[src/rtl/regfile_wb_arbiter.sv]
// Write-back scheduler for the single register-file write port: arbitrates the
// ALU path (A) against the load/multiply path (B) and registers one write per cycle.

module mux5bit (
  input  logic [4:0] input_a,
  input  logic [4:0] input_b,
  input  logic       select,
  output logic [4:0] out_c
);
  assign out_c = select ? input_b : input_a;
endmodule

module regfile_wb_arbiter #(
  parameter int unsigned DATA_W     = 32,
  parameter int unsigned STARVE_MAX = 3
) (
  input  logic              clk,
  input  logic              rst_n,
  input  logic              a_valid,
  output logic              a_ready,
  input  logic [4:0]        a_rt,
  input  logic [4:0]        a_rd,
  input  logic              a_regdst,
  input  logic              a_link,
  input  logic [DATA_W-1:0] a_data,
  input  logic              b_valid,
  output logic              b_ready,
  input  logic [4:0]        b_rt,
  input  logic [4:0]        b_rd,
  input  logic              b_regdst,
  input  logic [DATA_W-1:0] b_data,
  input  logic [4:0]        rs_addr,
  input  logic [4:0]        rt_addr,
  output logic              rf_we,
  output logic [4:0]        rf_wa,
  output logic [DATA_W-1:0] rf_wd,
  output logic              fwd_rs,
  output logic              fwd_rt
);
  localparam int unsigned AW = 5;
  localparam int unsigned CW = 4;
  localparam logic [AW-1:0] LINK_REG = AW'(31);
  localparam logic [CW-1:0] STARVE_LIM = CW'(STARVE_MAX);

  logic [CW-1:0]     starve_cnt;
  logic [CW-1:0]     starve_nxt_c;
  logic              grant_a_c;
  logic              grant_b_c;
  logic [AW-1:0]     a_mux_c;
  logic [AW-1:0]     b_mux_c;
  logic [AW-1:0]     a_wa_c;
  logic [AW-1:0]     wa_sel_c;
  logic [DATA_W-1:0] wd_sel_c;

  mux5bit u_mux_a (
    .input_a (a_rt),
    .input_b (a_rd),
    .select  (a_regdst),
    .out_c   (a_mux_c)
  );

  mux5bit u_mux_b (
    .input_a (b_rt),
    .input_b (b_rd),
    .select  (b_regdst),
    .out_c   (b_mux_c)
  );

  // A wins by default; B wins alone or once it has been starved STARVE_MAX cycles
  always_comb begin
    grant_a_c = 1'b0;
    grant_b_c = 1'b0;
    if (a_valid && b_valid) begin
      if (starve_cnt == STARVE_LIM) grant_b_c = 1'b1;
      else                          grant_a_c = 1'b1;
    end else if (a_valid) begin
      grant_a_c = 1'b1;
    end else if (b_valid) begin
      grant_b_c = 1'b1;
    end
  end

  assign a_ready = grant_a_c & rst_n;
  assign b_ready = grant_b_c & rst_n;

  always_comb begin
    starve_nxt_c = '0;
    if (b_valid && !grant_b_c) begin
      starve_nxt_c = (starve_cnt == STARVE_LIM) ? starve_cnt : starve_cnt + CW'(1);
    end
  end

  always_comb begin
    a_wa_c   = a_link ? LINK_REG : a_mux_c;
    wa_sel_c = grant_b_c ? b_mux_c : a_wa_c;
    wd_sel_c = grant_b_c ? b_data : a_data;
  end

  always_ff @(posedge clk or negedge rst_n) begin
    if (!rst_n) starve_cnt <= '0;
    else        starve_cnt <= starve_nxt_c;
  end

  // Writes to $zero still complete the handshake and update wa/wd, but never assert we
  always_ff @(posedge clk or negedge rst_n) begin
    if (!rst_n) begin
      rf_we <= 1'b0;
      rf_wa <= '0;
      rf_wd <= '0;
    end else begin
      rf_we <= (grant_a_c | grant_b_c) && (wa_sel_c != '0);
      if (grant_a_c | grant_b_c) begin
        rf_wa <= wa_sel_c;
        rf_wd <= wd_sel_c;
      end
    end
  end

  assign fwd_rs = rst_n & rf_we & (rs_addr == rf_wa) & (rs_addr != '0);
  assign fwd_rt = rst_n & rf_we & (rt_addr == rf_wa) & (rt_addr != '0);

endmodule
[config.mk]
export PLATFORM = sky130hd
export DESIGN_NAME = regfile_wb_arbiter
export DESIGN_NICKNAME = d
export VERILOG_FILES = /design/src/rtl/regfile_wb_arbiter.sv
export SDC_FILE = /design/constraint.sdc
export NUM_CORES = 1
export LEC_CHECK = 0
export ABC_CLOCK_PERIOD_IN_PS = 2400
export BUFFER_PORTS_ARGS = -buffer_cell sky130_fd_sc_hd__buf_4
export CELL_PAD_IN_SITES_DETAIL_PLACEMENT = 0
export CELL_PAD_IN_SITES_GLOBAL_PLACEMENT = 1
export CORE_MARGIN = 3
export CORE_UTILIZATION = 29
export CTS_CLUSTER_DIAMETER = 120
export CTS_CLUSTER_SIZE = 16
export DETAILED_ROUTE_END_ITERATION = 16
export MAX_ROUTING_LAYER = met4
export PLACE_DENSITY_LB_ADDON = 0.1
export SLEW_MARGIN = 40
export SYNTH_ARGS = -nofsm -noshare
export SYNTH_HDL_FRONTEND = slang
export SYNTH_SLANG_ARGS = --single-unit
[constraint.sdc]
create_clock -name clk -period 2.4 [get_ports clk]
set_clock_uncertainty 0.2 [all_clocks]
set_input_delay 0.6 -clock clk [delete_from_list [all_inputs] [get_ports clk]]
set_output_delay 0.6 -clock clk [all_outputs]
set_load 0.005 [all_outputs]
## After elaboration in Yosys (flattened, before gate mapping)

Cells that the tools add are included.

| storage, ports and cells | value |
|---|---|
| bits in registers | 42 |
| logic and storage cells | 38 |
| output and inout port bits | 42 |
| input port bits | 101 |

| cells by class | value |
|---|---|
| reduce and logical (&&, ||, !) cells | 7 |
| bitwise operators | 8 |
| equality and inequality tests | 4 |
| multiplexer cells | 14 |
| $add $sub $neg | 1 |

Operator list:

| operator | number |
|---|---|
| $mux W32 | 1 |
| $mux W5 | 4 |
| $reduce_bool A5 Y1 | 3 |
| $eq A5 B5 Y1 | 2 |
| $mux W4 | 2 |
| $and A1 B1 Y1 | 7 |
| $mux W1 | 7 |
| $add A4 B1 Y4 const B | 1 |
| $eq A4 B2 Y1 const B | 1 |
| $logic_and A1 B1 Y1 | 3 |
| $ne A2 B2 Y1 const B | 1 |
| $logic_not A1 Y1 | 1 |
| $or A1 B1 Y1 | 1 |

## Depth between registers and ports, before layout

Gate-level depths: netlist (run 1).

| depth | value |
|---|---|
| depth in word-level cells | 6 |
| mapped depth | 7 |
| mapped depth without buffers | 5 |

## Hierarchy

From an unflattened synthesis (run 1), not the netlist that was laid out.

| unflattened totals | value |
|---|---|
| cell total of the unflattened synthesis | 258 |
| area, all modules | 2672.6 um2 |

By module, submodules not included:

| module | instances | cells an instance | sequential area each (um2) | area an instance (um2) |
|---|---|---|---|---|
| regfile_wb_arbiter | 1 | 248 | 1051.0 | 2560.0 |
| mux5bit | 2 | 5 | 0.0 | 56.3 |

## Worst setup path after synthesis (run 1)

Ideal clock, no wire load.

| path | value |
|---|---|
| path type | register -> output |
| start | register starve_cnt[0] |
| end | output b_ready |
| arrival | 1.430 ns |
| required time | 1.600 ns |
| stages on the path, launching flop included | 7 |
| path buffers | 2 |
| setup slack | 0.170 ns |
| cells stage by stage | dfrtp_1 > ha_1 > nor3b_2 > o21a_1 > buf_2 > buf_4 > and2_1 |

| on the way | value |
|---|---|
| cells in the longest elaborated chain, start to end | 4 |

RTL lines:

| element | RTL line | source |
|---|---|---|
| from (decl) | 45 | `logic [CW-1:0] starve_cnt;` |
| from (signal assigned) | 101 | `else starve_cnt <= starve_nxt_c;` |
| $eq A4 B2 Y1 | 74 | `if (starve_cnt == STARVE_LIM) grant_b_c = 1'b1;` |
| $mux W1 | 74 |  |
| $mux W1 | 73 | `if (a_valid && b_valid) begin` |
| $and A1 B1 Y1 | 84 | `assign b_ready = grant_b_c & rst_n;` |
| to (decl) | 27 | `output logic b_ready,` |

No other way between the ends.

## Final worst setup path (run 1)

| path | value |
|---|---|
| start | register starve_cnt[1] |
| end | output b_ready |

Same word-level chain as after synthesis.

==> key figures, run 1 <==
Run status
  – Status: finished clean

Global routing
  – Total global routing overflow: 0
  – Initial antenna violation count: 0
  – Vias in the first global route: 2314
  – Gr usage total: 17.3%
  – Largest net degree at the start of global routing: 34
  – First-pass GRT wire length: 11300 um

STA
  – Setup-failing EPs final: 0
  – Hold Fails Final Rpt: 0
  – Tightest Pin Transition: 0.425 ns
  – Rel. slew slack: 71.5%
  – Tcrit/Tclk final: 95.9%
  – Max-slew violation count: 0
  – Tmin final: 2.30 ns
  – Hold_ws: 0.139 ns
  – Max Clk Rate: 435 MHz
  – RSZ-0062 raised after global routing: true

Worst setup path
  – Worst Setup End Kind: output pin
  – Max stage delay on crit path: 0.36 ns
  – CP arrival: 1.50 ns
  – CP max FO: 3
  – Cell chain of the critical path: ha_2, nor3b_4, o21a_1, and2_4, buf_6
  – Setup CP Type: register to output pin
  – Slowest CP cell: dfrtp_1
  – Startpoint types: register
  – Worst path required time: 1.60 ns

Layout
  – FF+latch area: 1050 sq um
  – Share of cells above drive strength 1: 45.9%
  – # nets final: 470
  – Final core occ: 49.5%
  – Antenna Cells: 0
  – Post-Layout Cell Count: 464
  – P&R area growth vs syn: 62.0%
  – Filler Cell Count: 727
  – Final instance area: 3420 sq um
  – Multi-input gate area: 1010 sq um

Logic synthesis
  – Syn Inst Count: 221
  – Ys flop type: dfrtp_1
  – Mapped Area: 2110 sq um
  – XOR/XNOR Fraction of Synth Area: 4.15%
  – EDFF count, synth: 0
  – Synth cell count leaders: 68 x nand2_1, 42 x dfrtp_1, 32 x a22oi_1
  – Sequential fraction of the synthesis area: 49.9%
  – Largest family of logic cells by synthesized area: simple AND/OR/NAND/NOR gates
  – Complex-gate fraction of the synthesized area: 17.1%
  – Fraction of the mapped netlist area in adder cells: 0.593%
  – Top cells by area, synth: dfrtp_1 50%, nand2_1 12%, a22oi_1 11%
  – Area leader, netlist: dfrtp_1
  – Post-synthesis register bit count: 42
  – Synth top area share: 49.9%
  – Unique masters post-synth: 32
  – Synthesized netlist net count: 323
  – Yosys warning total: 0
  – Post-synthesis mux area share: 3.80%
  – Async SR Flop Fraction: 100%
  – Most frequent cell after synthesis: nand2_1
  – Simple-gate share of the synthesized area: 20.9%
  – Syn Area/Cell: 9.54 sq um

Floorplanning
  – Core area: 6910 sq um
  – Die W: 91.3 um
  – Site Rows: 30
  – I/O pins: 143
  – Initial Utilization: 30.5%
  – Die area: 8330 sq um
  – Die H: 91.3 um

Clock tree
  – Clock slew at reported path FFs: 0.08 ns
  – Root Buffer: clkbuf_8
  – H-tree Lvls: 2
  – Sink Count: 42
  – TritonCTS clock tree: yes
  – Clock Tree Buf Depth: 2
  – Clock latency at the later pin of the worst-skew pair: 0.29 ns
  – Number of buffers created by CTS: 5

Placement
  – DPL Wire Length: 5290 um
  – Port bufs: 142
  – RePlAce Congestion: 0.761
  – Placed cell count: 453
  – DP Area: 3290 sq um

Run
  – Max-Cap Viols: 0

Drt
  – Initial DRT Pass Iterations: 4
  – Total Wirelength: 6880 um
  – DR vias/cell: 4.73
  – Avg WL per Cell: 14.8 um
  – Vias: 2195
  – Antenna Nets Post-Route: 0
  – DRC viols: 0
  – Starting DRT DRC Count: 90

Power
  – P_leak: 1.74 nW
  – Total power: 1.69 mW
  – Pwr Density: 495 nW/um^2
  – Max VDD drop: 0.192 mV

Hold path
  – HP Class: primary input to asynchronous set/reset pin
metrics by stage:
stage          setup WS [ns]  setup TNS (ns)
4_1_cts              0.00551               0
3_3_place_gp           0.207               0
3_5_place_dp           0.221               0
6_report              0.0991               0
5_1_grt              -0.0148         -0.0169
2_1_floorplan          0.170               0
cell usage in the layout, fill, tap and decap left out, types with 2 or more instances in the layout:
cell,instances
clkbuf_8,5
nor2_1,4
o21ai_0,2
a221oi_1,3
xor2_1,3
buf_4,152
a21o_1,2
xnor2_1,7
dfrtp_1,42
nor4b_1,2
mux2i_1,8
nand3_1,3
nor3_1,6
and2_4,2
a21oi_1,3
nor4_1,5
a2111oi_0,2
nand2_1,68
a22oi_1,32
and2b_2,2
sequential cells by signal, indices dropped and copies added (netlist names):
signal and cells:
starve_cnt 4, rf_wa 5, rf_wd 32, rf_we 1
layout make-up:
cell class                      instances  area share (%)
Clock buffer                            6            2.12
Clock inverter                          1           0.220
Inverter                                1           0.110
Multi-Input combinational cell        165            29.5
Sequential cell                        42            30.8
Tap cell                               96            3.52
Timing Repair Buffer                  153            33.7
layer usage:
| metal | track usage (%) | part of all wire [%] |
|---|---|---|
| met5 | - | 0 |
| met3 | 3.98 | 6.9 |
| met1 | 22.0 | 43 |
| met2 | 28.4 | 49 |
| met4 | 3.77 | 0.86 |
power breakdown:
group          internal, mW  switching, mW  total, mW
clock network         0.200          0.234      0.434
logic                 0.261          0.175      0.436
registers             0.771         0.0487      0.820
total                  1.23          0.457       1.69
path summary, 6_finish.rpt:
path	depth (start not counted)	slack (ns)	from	endpoint
min reg2reg	2	0.29	rf_wd[25]	rf_wd[25]
min in group clk	2	0.29	rf_wd[25]	rf_wd[25]
min	2	0.14	rst_n	rf_wd[15]
max reg2reg	7	0.28	starve_cnt[1]	rf_wa[1]
max	5	0.1	starve_cnt[1]	b_ready
max in group asynchronous	2	1.63	rst_n	rf_wd[21]
critical path: cells and delay by family, from the launching register on:
kind / cells / cell delay [ns]
and+or+nand+nor: 2 / 0.41
DFF: 1 / 0.36
adders and majority gates: 1 / 0.19
AOI/OAI and AO/OA: 1 / 0.17
buffers and inverters: 1 / 0.09
kinds of logic (layout without fill, tap and decap cells):
logic type      Yosys count  after routing
buf+inv                  14            161
flops                    42             42
compound gates           49             49
mux                       8              8
fa+ha+maj                 1              1
xor+xnor                 10             10
simple gates             97             97
timing repair:
action,in CTS,in global routing
pin swaps,1,3
hold endpoints to repair,0,0
endpoints found under the setup margin,2,2
hold buffers,0,0
setup buffers,2,2
resized for setup,1,4
(Power assumes the default switching activity.)
==> inputs of run 2 (changes only) <==
--- a/constraint.sdc
+++ b/constraint.sdc
@@ -4,2 +4,2 @@
 set_output_delay 0.6 -clock clk [all_outputs]
-set_load 0.005 [all_outputs]
+set_load 0.1 [all_outputs]
==> key figures, run 2 (same netlist as run 1, synthesis figures left out) <==
Worst setup path
  – Setup CP Type: register to output pin
  – Worst Setup End Kind: output pin
  – Startpoint types: register
  – Worst path required time: 1.60 ns (about the same)
  – CP arrival: 1.65 ns (+0.15 ns)
  – CP max FO: 4 (+1)

STA
  – Max Clk Rate: 409 MHz (-5.9%)
  – Tightest Pin Transition: 0.555 ns (+0.130 ns)
  – Setup-failing EPs final: 1 (+1)
  – Tcrit/Tclk final: 102% (+6.1 points)
  – Hold Fails Final Rpt: 0 (unchanged)
  – Hold_ws: 0.117 ns (-0.0213 ns)
  – RSZ-0062 raised after global routing: true
  – Tmin final: 2.45 ns (+0.145 ns)
  – Rel. slew slack: 62.1% (-9.4 points)
  – Max-slew violation count: 0 (unchanged)
  – Worst setup margin: -0.0464 ns (-0.145 ns)

Layout
  – Largest register FFs: 32 (unchanged)
  – P&R area growth vs syn: 71.5%
  – Commonest non-fill, non-tap cell in the layout: buf_4
  – # nets final: 476 (+1.3%)
  – Most frequent cells in the layout: 155 x buf_4, 68 x nand2_1, 36 x dfrtp_1
  – Share of cells above drive strength 1: 51.5% (+5.5 points)
  – Antenna Cells: 0 (unchanged)
  – Filler Cell Count: 687 (-5.5%)
  – Final instance area: 3610 sq um (+5.8%)
  – Largest Register: rf_wd
  – Post-Layout Cell Count: 471 (+1.5%)
  – Regs by FF count: rf_wd x32, rf_wa x5, starve_cnt x4

Hold path
  – HP Class: primary input to asynchronous set/reset pin

Placement
  – RePlAce Congestion: 0.785 (+3.2%)
  – Port bufs: 142 (unchanged)
  – Pre-CTS setup slack: -0.0118 ns (-0.233 ns)
  – DPL Wire Length: 5320 um (+0.53%)
  – Placed cell count: 454 (+0.22%)
  – DP Area: 3350 sq um (+2.0%)

Global routing
  – Largest net degree at the start of global routing: 34 (unchanged)
  – First-pass GRT wire length: 11200 um (-1.2%)
  – Gr usage total: 17.4% (+0.081 points)
  – Initial antenna violation count: 0 (unchanged)
  – Vias in the first global route: 2248 (-2.9%)
  – Total global routing overflow: 0 (unchanged)

Power
  – Seq pwr share: 36.1% (-12 points)
  – Combinational share of power: 42.2% (+16 points)
  – Switch Pwr: 989 uW (+120%)
  – Max VDD drop: 0.322 mV (+68%)
  – Sw frac: 43.1% (+16 points)
  – Clock power share: 21.7% (-4.0 points)
  – Pwr Density: 635 nW/um^2 (+28%)
  – P_leak: 1.82 nW (+4.3%)
  – Internal power: 1.31 mW (+6.0%)

Clock tree
  – Root Buffer: clkbuf_8
  – Sink Count: 42 (unchanged)
  – Number of buffers created by CTS: 5 (unchanged)
  – Clock Tree Buf Depth: 2 (unchanged)
  – H-tree Lvls: 2 (unchanged)
  – TritonCTS clock tree: yes
  – Clock slew at reported path FFs: 0.09 ns (about the same)
  – Clock latency at the later pin of the worst-skew pair: 0.29 ns (about the same)

Floorplanning
  – Die H: 91.3 um (unchanged)
  – I/O pins: 143 (unchanged)
  – Die area: 8330 sq um (unchanged)
  – Die W: 91.3 um (unchanged)
  – Site Rows: 30 (unchanged)
  – Core area: 6910 sq um (unchanged)
  – Initial Utilization: 30.5% (unchanged)

Drt
  – Total Wirelength: 7160 um (+4.0%)
  – Vias: 2227 (+1.5%)
  – Avg WL per Cell: 15.2 um (+2.5%)
  – DR vias/cell: 4.73 (about the same)
  – DRC viols: 0 (unchanged)
  – Starting DRT DRC Count: 98 (+8.9%)
  – Antenna Nets Post-Route: 0 (unchanged)
  – Initial DRT Pass Iterations: 4 (unchanged)

Run status
  – Failing checks: setup timing
  – Status: finished, violations left

Run
  – Max-Cap Viols: 0 (unchanged)
-- run 2: area by class of cell --
class | instances | area [sq um] | share of cell area [%]
flip-flops and latches | 42 | 1070 | 29.6
inverters | 1 | 3.75 | 0.104
well taps | 96 | 120 | 3.32
clock inverters | 1 | 8.76 | 0.242
repair buffers | 159 | 1230 | 33.9
multi-input cells | 165 | 1100 | 30.5
clock buffers | 7 | 86.3 | 2.39
-- run 2: power by group through the flow --
| stage | registers, mW | logic [mW] | clock network, mW |
|---|---|---|---|
| floorplan | 1.30 | 0.171 | 0 |
| finish | 0.830 | 0.967 | 0.498 |
| CTS | 0.826 | 0.959 | 0.518 |
| detailed placement | 0.839 | 0.940 | 0 |
| global route | 0.840 | 1.01 | 0.546 |
| global placement | 0.840 | 0.936 | 0 |
-- run 2: per-layer routing --
layer / GRT usage (%) / routed length [um] / up-vias
met5: - / 0 / -
met4: 4.40 / 72 / 0
met3: 4.89 / 518 / 8
met2: 29.4 / 3600 / 99
met1: 20.5 / 2970 / 1031
li1: - / - / 1089
-- run 2: worst paths after layout --
| kind | slack [ns] | to | from | cells past startpoint |
|---|---|---|---|---|
| worst max register to register | 0.27 | rf_wa[4] | starve_cnt[0] | 6 |
| worst min register to register | 0.30 | rf_wd[1] | rf_wd[1] | 2 |
| max in group asynchronous | 1.63 | rf_wd[15] | rst_n | 2 |
| worst max-delay path | -0.05 | b_ready | starve_cnt[0] | 5 |
| min in group clk | 0.29 | rf_wd[25] | a_data[25] | 3 |
| worst min-delay path | 0.12 | rf_we | rst_n | 2 |
-- run 2: what timing repair did --
item / CTS / global route
setup endpoints to repair: 4 / 4
gates resized for setup: 12 / 8
pin swaps: 8 / 7
hold endpoints to repair: 0 / 0
buffers inserted: 5 / 4
hold buffers: 0 / 0
-- run 2: critical path, stage by stage (launching register included) --
cell and delay, ns:
dfrtp_1 0.38, ha_2 0.18, nor3b_4 0.28, o21a_1 0.18, and2_4 0.16, buf_12 0.17
-- run 2: through the flow --
stage                     TNS (ns)  power [mW]  utilization (%)
after CTS                   -0.104        2.30             51.2
after detailed placement   -0.0118        1.78             48.6
after global routing        -0.294        2.40             52.3
after floorplan             -0.884        1.47                -
final                      -0.0464        2.30             52.3
after global placement           0        1.78             48.6
==> inputs of run 3 (changes only) <==
- CTS_CLUSTER_DIAMETER: 120 -> unset
- RECOVER_POWER: unset -> 25
==> key figures, run 3 (same netlist as run 1, synthesis figures left out) <==
STA
  – Setup TNS: -0.0505 ns (-0.00405 ns)
  – Setup-failing EPs final: 1 (unchanged)
  – Hold_ws: 0.292 ns (+0.175 ns)
  – Hold Fails Final Rpt: 0 (unchanged)
  – Max-slew violation count: 0 (unchanged)
  – Tcrit/Tclk final: 102% (+0.17 points)
  – Rel. slew slack: 17.5% (-45 points)
  – Max Clk Rate: 408 MHz (-0.17%)
  – RSZ-0062 raised after global routing: true
  – Tmin final: 2.45 ns (+0.00405 ns)
  – Tightest Pin Transition: 1.24 ns (+0.683 ns)
  – Worst setup margin: -0.0505 ns (-0.00405 ns)

Worst setup path
  – CP max FO: 4 (unchanged)
  – CP startpoint: starve_cnt[0]
  – Setup CP Type: register to output pin
  – Cell chain of the critical path: ha_2, nor3b_4, o21a_1, and2_4, buf_12
  – Worst Setup End Kind: output pin
  – Startpoint types: register
  – R2R Setup Slk: 0.26 ns (about the same)
  – Worst r2r src: starve_cnt[0]
  – Cells on worst reg2reg path: 6 (unchanged)
  – Max stage delay on crit path: 0.38 ns (about the same)
  – Worst path required time: 1.60 ns (about the same)
  – CP arrival: 1.65 ns (about the same)
  – Slowest CP cell: dfrtp_1
  – Crit path to: b_ready
  – R2R Path End: rf_wa[4]

Clock tree
  – TritonCTS clock tree: yes
  – Hold-fix buffers, CTS: 0 (unchanged)
  – Root Buffer: clkbuf_8
  – Sink Count: 42 (unchanged)
  – Clock latency at the later pin of the worst-skew pair: 0.29 ns (about the same)
  – Clock Tree Buf Depth: 2 (unchanged)
  – Number of buffers created by CTS: 5 (unchanged)
  – Clock slew at reported path FFs: 0.09 ns (about the same)
  – H-tree Lvls: 2 (unchanged)

Power
  – Max VDD drop: 0.322 mV (about the same)
  – P_leak: 1.81 nW (-0.40%)
  – Pwr Density: 635 nW/um^2 (about the same)

Layout
  – P&R area growth vs syn: 71.1%
  – Commonest non-fill, non-tap cell in the layout: buf_4
  – Most frequent cells in the layout: 153 x buf_4, 68 x nand2_1, 36 x dfrtp_1
  – # nets final: 476 (unchanged)
  – Share of cells above drive strength 1: 50.9% (-0.53 points)
  – Antenna Cells: 0 (unchanged)
  – Filler Cell Count: 688 (+0.15%)
  – Final instance area: 3610 sq um (-0.21%)
  – Multi-input gate area: 1100 sq um (unchanged)
  – Largest Register: rf_wd
  – Regs by FF count: rf_wd x32, rf_wa x5, starve_cnt x4
  – Largest register FFs: 32 (unchanged)
  – FF+latch area: 1070 sq um (unchanged)

Global routing
  – First-pass GRT wire length: 11200 um (unchanged)
  – Largest net degree at the start of global routing: 34 (unchanged)
  – Gr usage total: 17.4% (unchanged)
  – Total global routing overflow: 0 (unchanged)
  – Vias in the first global route: 2248 (unchanged)
  – Initial antenna violation count: 0 (unchanged)

Floorplanning
  – Site Rows: 30 (unchanged)
  – I/O pins: 143 (unchanged)
  – Core area: 6910 sq um (unchanged)
  – Die area: 8330 sq um (unchanged)
  – Initial Utilization: 30.5% (unchanged)
  – Die H: 91.3 um (unchanged)
  – Die W: 91.3 um (unchanged)

Drt
  – Vias: 2217 (-0.45%)
  – Initial DRT Pass Iterations: 4 (unchanged)
  – DR vias/cell: 4.71 (-0.45%)
  – DRC viols: 0 (unchanged)
  – Antenna Nets Post-Route: 0 (unchanged)
  – Starting DRT DRC Count: 92 (-6.1%)
  – Avg WL per Cell: 15.1 um (-0.39%)
  – Total Wirelength: 7130 um (-0.39%)

Run status
  – Failing checks: setup timing
  – Status: finished, violations left

Placement
  – Port bufs: 142 (unchanged)
  – DPL Wire Length: 5320 um (unchanged)
  – RePlAce Congestion: 0.785 (unchanged)
  – DP Area: 3350 sq um (unchanged)

Hold path
  – HP Class: primary input to register

Run
  – Max-Cap Viols: 0 (unchanged)
## run 3: changes by cell type in the layout (fill, tap and decap cells not counted), sizes merged
cell / change
clkbuf: +2
buf: -2
## run 3: critical path, delay by kind of cell (launching register included)
family	cells	cell delay, ns
adders and majority gates	1	0.18
AOI/OAI and AO/OA	1	0.18
DFF	1	0.38
and+or+nand+nor	2	0.44
buffers and inverters	1	0.17
## run 3: worst min path at each step
| stage | from | endpoint | slack [ns] | cells after the start |
|---|---|---|---|---|
| 2_1_floorplan | rst_n | rf_wa[4] | 0.10 | 0 |
| 3_3_place_gp | starve_cnt[0] | starve_cnt[0] | 0.24 | 1 |
| 3_5_place_dp | starve_cnt[0] | starve_cnt[0] | 0.25 | 1 |
| 4_1_cts | rst_n | rf_we | 0.13 | 2 |
| 5_1_grt | a_data[22] | rf_wd[22] | 0.28 | 3 |
| 6_report | a_data[25] | rf_wd[25] | 0.29 | 3 |
## run 3: final cells by class
class	instances	area share (%)
Timing Repair Buffer	159	33.8
Multi-Input combinational cell	165	30.5
Tap cell	96	3.33
Inverter	1	0.104
Clock inverter	1	0.243
Clock buffer	7	2.39
Sequential cell	42	29.6
## run 3: per-layer routing
layer	track usage, %	share of wire (%)	up-vias
li1	-	-	1088
met1	20.5	41	1026
met2	29.4	50	95
met3	4.89	7.2	8
met4	4.40	1.0	0
met5	-	0	-
## run 3: power by group
part | internal, mW | switching (mW)
combinational | 0.290 | 0.675
clock | 0.238 | 0.258
sequential | 0.777 | 0.0530
## run 3: what timing repair did
| item | in CTS | in global routing |
|---|---|---|
| pin swaps | 8 | 7 |
| setup endpoints to repair | 4 | 4 |
| setup buffers | 5 | 4 |
| resized for setup | 12 | 8 |
## run 3: metrics by stage
stage | utilization (%) | total power [mW] | setup slack [ns] | std cells
6_report | 52.2 | 2.29 | -0.0505 | 471
4_1_cts | 51.2 | 2.30 | -0.0800 | 467
3_5_place_dp | 48.6 | 1.78 | -0.0118 | 454
5_1_grt | 52.2 | 2.40 | -0.136 | 471
2_1_floorplan | - | 1.47 | -0.444 | 221
3_3_place_gp | 48.6 | 1.78 | 0.0146 | 454
